## src/rtl/poly_addsub_seq_if.sv

```systemverilog
// rtl/poly_addsub_seq_if.sv - handshake and coefficient-RAM bus of the polynomial add/sub sequencer
//
// Signals (directions seen from the sequencer, i.e. the slave modport):
//   start_i, op_i, abort_i     controller request, 0 = add / 1 = subtract, cancel
//   busy_o, done_o, err_o      status, one-cycle completion pulse, sticky range error
//   rd_en_o, rd_addr_o         read strobe and shared address for source RAMs A and B
//   a_data_i, b_data_i         source coefficients, valid one cycle after rd_en_o
//   wr_en_o, wr_addr_o,
//   wr_data_o                  destination RAM write port
interface poly_addsub_seq_if #(
    parameter int ADDR_W = 8
);
    logic              start_i;
    logic              op_i;
    logic              abort_i;
    logic              busy_o;
    logic              done_o;
    logic              err_o;
    logic              rd_en_o;
    logic [ADDR_W-1:0] rd_addr_o;
    logic [11:0]       a_data_i;
    logic [11:0]       b_data_i;
    logic              wr_en_o;
    logic [ADDR_W-1:0] wr_addr_o;
    logic [11:0]       wr_data_o;

    modport slave (
        input  start_i, op_i, abort_i, a_data_i, b_data_i,
        output busy_o, done_o, err_o, rd_en_o, rd_addr_o,
               wr_en_o, wr_addr_o, wr_data_o
    );

    modport master (
        output start_i, op_i, abort_i, a_data_i, b_data_i,
        input  busy_o, done_o, err_o, rd_en_o, rd_addr_o,
               wr_en_o, wr_addr_o, wr_data_o
    );
endinterface

```

## src/rtl/poly_addsub_seq.sv

```systemverilog
// rtl/poly_addsub_seq.sv - streams one polynomial through a mod-3329 adder/subtractor
//
// Ports:
//   clk     system clock, rising edge
//   rst_n   asynchronous active-low reset
//   bus     poly_addsub_seq_if.slave: start/op/abort in, busy/done/err out,
//           source RAM read port (rd_en_o/rd_addr_o, a_data_i/b_data_i),
//           destination RAM write port (wr_en_o/wr_addr_o/wr_data_o)
//
// Pipeline: stage 0 issues read k, stage 1 sees the RAM data and computes the
// modular result, which is registered straight into the write-port registers
// (stage 2). Start-to-done latency is N_COEFF+3 cycles.
module poly_addsub_seq #(
    parameter int N_COEFF = 256,
    parameter int ADDR_W  = 8
) (
    input  logic                clk,
    input  logic                rst_n,
    poly_addsub_seq_if.slave    bus
);
    localparam logic [1:0] S_IDLE  = 2'd0;
    localparam logic [1:0] S_RUN   = 2'd1;
    localparam logic [1:0] S_DRAIN = 2'd2;
    localparam logic [1:0] S_DONE  = 2'd3;

    localparam logic [12:0]       Q       = 13'd3329;
    localparam logic [ADDR_W-1:0] LAST    = ADDR_W'(N_COEFF - 1);

    logic [1:0]        state_q,   state_d;
    logic              op_q,      op_d;
    logic              rd_en_q,   rd_en_d;
    logic [ADDR_W-1:0] rd_addr_q, rd_addr_d;
    logic              dv_q,      dv_d;       // RAM data valid this cycle
    logic [ADDR_W-1:0] addr1_q,   addr1_d;    // address belonging to that data
    logic              wr_en_q,   wr_en_d;
    logic [ADDR_W-1:0] wr_addr_q, wr_addr_d;
    logic [11:0]       wr_data_q, wr_data_d;
    logic              err_q,     err_d;
    logic              done_q,    done_d;
    logic              busy_q,    busy_d;

    logic              start_ok;
    logic              abort_ok;
    logic              range_bad;
    logic [12:0]       sum;
    logic [12:0]       diff;
    logic [12:0]       res13;

    // Modular add/sub on the returning RAM data. Subtract relies on the
    // 13-bit wrap: a negative difference plus Q lands back in 0..3328.
    always_comb begin
        sum       = {1'b0, bus.a_data_i} + {1'b0, bus.b_data_i};
        diff      = {1'b0, bus.a_data_i} - {1'b0, bus.b_data_i};
        res13     = sum;
        if (op_q) begin
            res13 = diff[12] ? (diff + Q) : diff;
        end else begin
            res13 = (sum >= Q) ? (sum - Q) : sum;
        end
        range_bad = ({1'b0, bus.a_data_i} >= Q) || ({1'b0, bus.b_data_i} >= Q);
    end

    always_comb begin
        start_ok  = bus.start_i && ((state_q == S_IDLE) || (state_q == S_DONE));
        abort_ok  = bus.abort_i && busy_q;

        state_d   = state_q;
        op_d      = op_q;
        rd_en_d   = 1'b0;
        rd_addr_d = rd_addr_q;
        dv_d      = rd_en_q;
        addr1_d   = rd_addr_q;
        wr_en_d   = dv_q;
        wr_addr_d = dv_q ? addr1_q : wr_addr_q;
        wr_data_d = dv_q ? res13[11:0] : wr_data_q;
        err_d     = err_q | (dv_q & range_bad);
        done_d    = 1'b0;

        case (state_q)
            S_IDLE, S_DONE: begin
                if (start_ok) begin
                    state_d   = S_RUN;
                    op_d      = bus.op_i;
                    err_d     = 1'b0;
                    rd_en_d   = 1'b1;
                    rd_addr_d = '0;
                end else begin
                    state_d   = S_IDLE;
                end
            end
            S_RUN: begin
                // rd_addr_q is the address being issued this cycle
                rd_addr_d = rd_addr_q + ADDR_W'(1);
                if (rd_addr_q == LAST) begin
                    state_d = S_DRAIN;
                end else begin
                    rd_en_d = 1'b1;
                end
            end
            S_DRAIN: begin
                if (wr_en_q && (wr_addr_q == LAST)) begin
                    state_d = S_DONE;
                    done_d  = 1'b1;
                end
            end
            default: begin
                state_d = S_IDLE;
            end
        endcase

        // Abort flushes every in-flight strobe; the sticky error survives.
        if (abort_ok) begin
            state_d = S_IDLE;
            rd_en_d = 1'b0;
            dv_d    = 1'b0;
            wr_en_d = 1'b0;
            done_d  = 1'b0;
            err_d   = err_q;
        end

        busy_d = (state_d == S_RUN) || (state_d == S_DRAIN);
    end

    always_ff @(posedge clk or negedge rst_n) begin
        if (!rst_n) begin
            state_q   <= S_IDLE;
            op_q      <= 1'b0;
            rd_en_q   <= 1'b0;
            rd_addr_q <= '0;
            dv_q      <= 1'b0;
            addr1_q   <= '0;
            wr_en_q   <= 1'b0;
            wr_addr_q <= '0;
            wr_data_q <= '0;
            err_q     <= 1'b0;
            done_q    <= 1'b0;
            busy_q    <= 1'b0;
        end else begin
            state_q   <= state_d;
            op_q      <= op_d;
            rd_en_q   <= rd_en_d;
            rd_addr_q <= rd_addr_d;
            dv_q      <= dv_d;
            addr1_q   <= addr1_d;
            wr_en_q   <= wr_en_d;
            wr_addr_q <= wr_addr_d;
            wr_data_q <= wr_data_d;
            err_q     <= err_d;
            done_q    <= done_d;
            busy_q    <= busy_d;
        end
    end

    assign bus.busy_o    = busy_q;
    assign bus.done_o    = done_q;
    assign bus.err_o     = err_q;
    assign bus.rd_en_o   = rd_en_q;
    assign bus.rd_addr_o = rd_addr_q;
    assign bus.wr_en_o   = wr_en_q;
    assign bus.wr_addr_o = wr_addr_q;
    assign bus.wr_data_o = wr_data_q;
endmodule

```

## src/flat_wrapper.sv

```systemverilog
// flat-port wrapper written by rule: the top's interface ports become plain ports
module poly_addsub_seq_flat 
#(
    parameter int N_COEFF = 256,
    parameter int ADDR_W  = 8
)
  (clk, rst_n, bus_start_i, bus_op_i, bus_abort_i, bus_a_data_i, bus_b_data_i, bus_busy_o, bus_done_o, bus_err_o, bus_rd_en_o, bus_rd_addr_o, bus_wr_en_o, bus_wr_addr_o, bus_wr_data_o);
  poly_addsub_seq_if #(.ADDR_W(ADDR_W)) bus_i ();
  input  logic clk;
  input  logic rst_n;
  input wire logic [$bits(bus_i.start_i)-1:0] bus_start_i;
  input wire logic [$bits(bus_i.op_i)-1:0] bus_op_i;
  input wire logic [$bits(bus_i.abort_i)-1:0] bus_abort_i;
  input wire logic [$bits(bus_i.a_data_i)-1:0] bus_a_data_i;
  input wire logic [$bits(bus_i.b_data_i)-1:0] bus_b_data_i;
  output wire logic [$bits(bus_i.busy_o)-1:0] bus_busy_o;
  output wire logic [$bits(bus_i.done_o)-1:0] bus_done_o;
  output wire logic [$bits(bus_i.err_o)-1:0] bus_err_o;
  output wire logic [$bits(bus_i.rd_en_o)-1:0] bus_rd_en_o;
  output wire logic [$bits(bus_i.rd_addr_o)-1:0] bus_rd_addr_o;
  output wire logic [$bits(bus_i.wr_en_o)-1:0] bus_wr_en_o;
  output wire logic [$bits(bus_i.wr_addr_o)-1:0] bus_wr_addr_o;
  output wire logic [$bits(bus_i.wr_data_o)-1:0] bus_wr_data_o;
  assign bus_i.start_i = bus_start_i;
  assign bus_i.op_i = bus_op_i;
  assign bus_i.abort_i = bus_abort_i;
  assign bus_i.a_data_i = bus_a_data_i;
  assign bus_i.b_data_i = bus_b_data_i;
  assign bus_busy_o = bus_i.busy_o;
  assign bus_done_o = bus_i.done_o;
  assign bus_err_o = bus_i.err_o;
  assign bus_rd_en_o = bus_i.rd_en_o;
  assign bus_rd_addr_o = bus_i.rd_addr_o;
  assign bus_wr_en_o = bus_i.wr_en_o;
  assign bus_wr_addr_o = bus_i.wr_addr_o;
  assign bus_wr_data_o = bus_i.wr_data_o;
  poly_addsub_seq #(.N_COEFF(N_COEFF), .ADDR_W(ADDR_W)) u_core (.clk(clk), .rst_n(rst_n), .bus(bus_i));
endmodule
```

## config.mk

```make
export PLATFORM = sky130hd
export DESIGN_NAME = poly_addsub_seq_flat
export DESIGN_NICKNAME = d
export VERILOG_FILES = /design/src/rtl/poly_addsub_seq_if.sv /design/src/rtl/poly_addsub_seq.sv /design/src/flat_wrapper.sv
export SDC_FILE = /design/constraint.sdc
export NUM_CORES = 1
export LEC_CHECK = 0
export ABC_AREA = 1
export BUFFER_PORTS_ARGS = -buffer_cell sky130_fd_sc_hd__buf_2
export CAP_MARGIN = 30
export CORE_UTILIZATION = 30
export CTS_BUF_LIST = sky130_fd_sc_hd__clkbuf_4 sky130_fd_sc_hd__clkbuf_8
export CTS_CLUSTER_SIZE = 14
export DETAILED_ROUTE_END_ITERATION = 8
export GPL_ROUTABILITY_DRIVEN = 0
export SLEW_MARGIN = 20
export SYNTH_ARGS = -nofsm -noshare
export SYNTH_HDL_FRONTEND = slang
export SYNTH_SLANG_ARGS = --single-unit
```

## constraint.sdc

```tcl
create_clock -name clk -period 2.7 [get_ports clk]
set_input_delay 0.405 -clock clk [delete_from_list [all_inputs] [get_ports clk]]
set_output_delay 0.405 -clock clk [all_outputs]
set_load 0.03 [all_outputs]
```

Word level (Yosys, flattened, before mapping)
Cells that the tools add are included.
{"block": "classes", "n_addsub": 5, "mul": 0, "n_div": 0, "magnitude_cmp": 3, "eq_ne": 8, "shift": 0, "n_mux": 21, "bitwise": 2, "n_reduce_logical": 11}
{"cell": "two-way mux 12 bit", "count": 3}
{"cell": "greater-or-equal comparator 12 bit, second input constant", "count": 2}
{"cell": "equality test 8 bit, second input constant", "count": 2}
{"cell": "one-hot mux 8 bit (2 select lines)", "count": 1}
{"cell": "adder 12 x 12 -> 13 bit", "count": 1}
{"cell": "greater-or-equal comparator 13 x 12 -> 1 bit, second input constant", "count": 1}
{"cell": "subtractor 12 x 12 -> 13 bit", "count": 1}
{"cell": "adder 12 bit, second input constant", "count": 1}
{"cell": "subtractor 12 bit, second input constant", "count": 1}
{"cell": "two-way mux 1 bit", "count": 11}
{"cell": "adder 8 x 1 -> 8 bit, second input constant", "count": 1}
{"cell": "two-way mux 8 bit", "count": 1}
{"cell": "equality test 2 bit, second input constant", "count": 3}
{"cell": "two-way mux 2 bit", "count": 3}
{"cell": "one-hot mux 2 bit (3 select lines)", "count": 1}
{"cell": "equality test 2 x 1 -> 1 bit, second input constant", "count": 2}
{"cell": "AND reduction 2 bit", "count": 2}
{"cell": "logical AND 1 bit", "count": 3}
{"cell": "logical OR 1 bit", "count": 3}
{"cell": "logical NOT 2 bit", "count": 1}
{"cell": "inequality test 2 x 1 -> 1 bit, second input constant", "count": 1}
{"cell": "one-hot mux 1 bit (2 select lines)", "count": 1}
{"cell": "nonzero test 2 bit", "count": 1}
{"cell": "OR reduction 2 bit", "count": 1}
{"cell": "2 further kinds", "count": 2}
{"block": "totals", "reg_bits": 45, "latch_bits": 0, "mem_bits_rw": 0, "romBits": 0, "input_bits": 29, "output_inout_bits": 33, "elab_cells": 62, "n_memories": 0}

Depth between registers and ports, before layout
{"block": "depth", "ltp_word": 8, "ltp_mapped": 24, "ltp_nobuf": 22}

Worst setup path before layout
No wires, ideal clock.
{"block": "synth_timing", "kind": "in2reg", "startpoint": "input bus_b_data_i[0]", "endpoint": "register u_core.wr_data_q[10], in the netlist u_core.bus.wr_data_o[10]", "setup_time_ns": 0.117, "t_arrival_ns": 2.423, "required_ns": 2.583, "path_slack_ns": 0.160, "path_stages": 21, "n_path_buf": 1, "path_cell_list": "ha_1 > fa_1 > inv_1 > nand2_1 > nand2_2 > nand2_1 > nor2_4 > nand3_1 > nor2_2 > nand3_1 > nand2_2 > nand2_1 > nand2_2 > nand2_4 > buf_6 > nand2_1 > nand2_1 > nand3_1 > nand2_1 > nand2_1 > nand2_1"}
{"block": "synth_between", "elab_chain_cells": 4, "word_cells_on_any_way": 8, "cone_classes": "4 x add/sub; 1 x order compare; 3 x mux"}
{"item": "start, declared", "line_no": "flat_wrapper.sv:15", "text": "input wire logic [$bits(bus_i.b_data_i)-1:0] bus_b_data_i;"}
{"item": "adder 12 x 12 -> 13 bit / subtractor 12 x 12 -> 13 bit (equally long branches)", "line_no": "poly_addsub_seq.sv:52, poly_addsub_seq.sv:53"}
{"item": "subtractor 12 bit (tied with other cells)", "line_no": "poly_addsub_seq.sv:58", "text": "res13 = (sum >= Q) ? (sum - Q) : sum;"}
{"item": "two-way mux 12 bit (on tied branches)", "line_no": "poly_addsub_seq.sv:58, poly_addsub_seq.sv:56"}
{"item": "two-way mux 12 bit *", "line_no": "poly_addsub_seq.sv:55", "text": "if (op_q) begin"}
{"item": "end signal, assigned", "line_no": "poly_addsub_seq.sv:147", "text": "wr_data_q <= wr_data_d;"}
{"item": "end, declared", "line_no": "poly_addsub_seq.sv:37", "text": "logic [11:0] wr_data_q, wr_data_d;"}
Every way passes the cells marked *; elsewhere a longest branch is shown, timed or not.
A chain may end at the register's enable or synchronous reset.

Worst setup path after layout
{"block": "layout_timing", "startpoint": "input bus_b_data_i[4]", "endpoint": "register u_core.wr_data_q[1], in the netlist u_core.bus.wr_data_o[1]"}
{"block": "layout_between", "elab_chain_cells": 4, "word_cells_on_any_way": 6, "cone_classes": "2 x add/sub; 1 x order compare; 3 x mux"}
{"item": "adder 12 x 12 -> 13 bit", "line_no": "poly_addsub_seq.sv:52", "text": "sum = {1'b0, bus.a_data_i} + {1'b0, bus.b_data_i};"}
{"item": "greater-or-equal comparator 13 x 12 -> 1 bit", "line_no": "poly_addsub_seq.sv:58"}
{"item": "two-way mux 12 bit", "line_no": "poly_addsub_seq.sv:58"}
{"item": "two-way mux 12 bit *", "line_no": "poly_addsub_seq.sv:55"}
Marks and branches as above.

==> results_dict.tcl <==
set metrics [dict create \
    status "finished clean" \
    most-common-layout-cells "171 x nand2_1, 72 x inv_1, 61 x buf_2, 61 x buf_4, 54 x nand3_1" \
    synth.distinct_cells 42 \
    clkLatencyLatePin_ps 310 \
    p_sw_mw 1.31 \
    die_h_um 117 \
    initial_core_util_pct 31.0 \
    nets 768 \
    fp-row-count 41 \
    crit_fanout 22 \
    ant_nets 0 \
    end_kind "flop" \
    clockRootBuffer "clkbuf_8" \
    drtIter0Drc 165 \
    die_x_um 117 \
    seq_power_share_pct 32.1 \
    syn-cell-area_um2 3960 \
    first_pass_iters 5 \
    grt_first_pass_wirelength_um 17900 \
    vias 3986 \
    ys_seq_elements 45 \
    dp_hpwl_um 8890 \
    drc 0 \
    power.internal_mw 1.53 \
    power_density_nw_per_um2 571 \
    ioPinCount 62 \
    cts_tree "yes" \
    seq_area_frac_synth_pct 28.4 \
    setup_ws_ps 292 \
    viasPerCell 4.53 \
    leakagePower_nw 2.75 \
    startpoint_type "input pin" \
    cts_buffers 5 \
    r2r_cells 8 \
    clock_path_buffers 2 \
    routed_wl_um 10600 \
    grt_use_total_pct 16.7 \
    arrival_ps 2600 \
    synthesis.nets 655 \
    vdd_ir_drop_max_uv 229 \
    dpl.cell_count 871 \
    grt_max_degree 25 \
    maxSlewViolCount 0 \
    gr-total-overflow 0 \
    diodes 0 \
    fmax_ghz 0.415 \
    fin_skew_ps 9.72 \
    power_frac_clock_pct 15.3 \
    grt_pass1_vias 3743 \
    antenna_found_initial 0 \
    synthArstFlopShare_pct 100 \
    preCtsSetupSlack_ps -60.7 \
    syn_to_final_growth_pct 25.2 \
    avgSynthCellArea_um2 6.68 \
    fill_cells 1416 \
    p_sw_share_pct 46.1 \
    synth-warning-count 0 \
    critPathKind "in -> reg" \
    r2r_slack_ps 720 \
    cp.required_ps 2890 \
    relSlewSlack_pct 61.3 \
    synth_top_flop_cell "dfrtp_1" \
    wire_per_inst_um 12.1 \
    rsz0062_at_grt "true" \
    fin_crit_sh_pct 89.2 \
    finish.utilization_pct 38.8 \
    r2r-start "u_core.bus.rd_addr_o[1]$_DFFE_PN0P_" \
    clk_pin_slew_ps 100 \
    cts_setup_buffers 0 \
    clock-sinks 45 \
    h-tree-depth 2 \
    layout_min_cycle_time_ps 2410 \
    final_common_cell "nand2_1" \
    fin_cells 879 \
    port_buffers 61 \
    setup_viol 0 \
    p_comb_share_pct 52.6 \
    tightest_slew_ps 580 \
    synth_edf_count 0 \
    drive_gt1_share_pct 23.2 \
    max_cap_violations 0 \
    finalHoldViolations 0 \
    dieArea_um2 13700 \
    syn_inst 593 \
    fin_tns_setup_ps 0 \
    core_um2 12800 \
    reg2reg_to "u_core.bus.busy_o$_DFF_PN0_" \
    hold_class "in -> async" \
]
==> critical path, stage by stage <==
cell and delay (ps):
buf_2 100, inv_1 40, ha_1 420, inv_2 70
nand2_1 70, nand2_1 120, inv_2 100, nand3_2 110
nand2_1 80, nand2_1 80, nor2_1 140, nand3_1 100
nand2_2 70, nand2_1 60, nand2_2 80, nand2_4 140
nand2_1 110, o21ai_2 50, nand2_1 50, nand2_1 70
nand2_1 60, nand2_1 40
==> registers in the layout (all words and copies together), names as in the netlist <==
register,count
u_core.addr1_q,8
u_core.bus.busy_o,1
u_core.bus.done_o,1
u_core.bus.err_o,1
u_core.bus.rd_addr_o,8
u_core.bus.rd_en_o,1
u_core.bus.wr_addr_o,8
u_core.bus.wr_data_o,12
u_core.bus.wr_en_o,1
u_core.dv_q,1
u_core.op_q,1
u_core.state_q,2
==> synthesized netlist by cell type (3+ instances only) <==
library cell  count  area [um^2]
nand2_1         171          642
inv_1            72          270
nand3_1          54          270
nor2_1           51          191
dfrtp_1          45         1130
a21oi_1          39          195
ha_1             31          388
xor2_1           15          131
nand4_1          14         87.6
o21ai_0          14         70.1
nor3_1           11         55.1
nand2_2           9         56.3
inv_2             6         22.5
buf_6             5         56.3
nor2_2            5         31.3
nor4_1            5         31.3
buf_2             4         20.0
clkbuf_1          4         15.0
o21bai_1          4         30.0
a21oi_2           3         26.3
o21ai_1           3         15.0
==> cell families after synthesis <==
logic type | Yosys count | synth area share (%)
simple gates | 329 | 36.4
xor+xnor | 15 | 3.32
buf+inv | 98 | 10.7
flops | 45 | 28.4
compound gates | 73 | 10.4
fa+ha+maj | 33 | 10.8
==> metrics by stage <==
stage	hold WS (ps)	area [um^2]	total power, mW
after floorplan	109	3960	1.88
after global placement	404	4820	2.40
after detailed placement	421	4850	2.41
after CTS	99.5	4950	2.85
after global routing	111	4960	3.08
final	77.3	4960	2.83
==> per-layer routing <==
layer | track usage (%) | part of all wire, %
met5 | 0 | 0
met4 | 4.39 | 1.2
met3 | 1.75 | 3.3
met2 | 25.2 | 43
met1 | 25.2 | 52
==> power groups by stage <==
stage	clock, mW	sequential (mW)	combinational (mW)
after floorplan	0	1.16	0.721
after global placement	0	0.923	1.47
after detailed placement	0	0.926	1.49
after CTS	0.448	0.912	1.49
after global routing	0.479	0.930	1.67
final	0.433	0.910	1.49
==> timing repair <==
action                     in CTS  in global routing
resized for setup               0                  4
hold buffers                    0                  0
setup endpoints to repair       0                  4
==> worst max path at each step <==
| stage | startpoint | end | slack [ps] | cells past startpoint |
|---|---|---|---|---|
| 2_1_floorplan | bus_b_data_i[0] | u_core.bus.wr_data_o[10]$_DFFE_PN0P_ | 160 | 21 |
| 6_report | bus_b_data_i[4] | u_core.bus.wr_data_o[1]$_DFFE_PN0P_ | 290 | 22 |
| 4_1_cts | bus_b_data_i[0] | u_core.bus.wr_data_o[1]$_DFFE_PN0P_ | 250 | 21 |
| 5_1_grt | bus_a_data_i[0] | u_core.bus.wr_data_o[6]$_DFFE_PN0P_ | 1 | 19 |
| 3_5_place_dp | bus_b_data_i[0] | u_core.bus.wr_data_o[1]$_DFFE_PN0P_ | -60 | 21 |
| 3_3_place_gp | bus_b_data_i[2] | u_core.bus.wr_data_o[10]$_DFFE_PN0P_ | -50 | 20 |
==> layout make-up <==
cell class | count | area, um^2 | share of cell area (%)
inverter | 81 | 309 | 6.23
multi-input combinational | 450 | 2420 | 48.9
sequential | 45 | 1130 | 22.7
timing repair buffer | 123 | 791 | 15.9
clock inverter | 3 | 25.0 | 0.505
clock buffer | 5 | 68.8 | 1.39
tap | 172 | 215 | 4.34
Power figures use the tool's default switching activity.
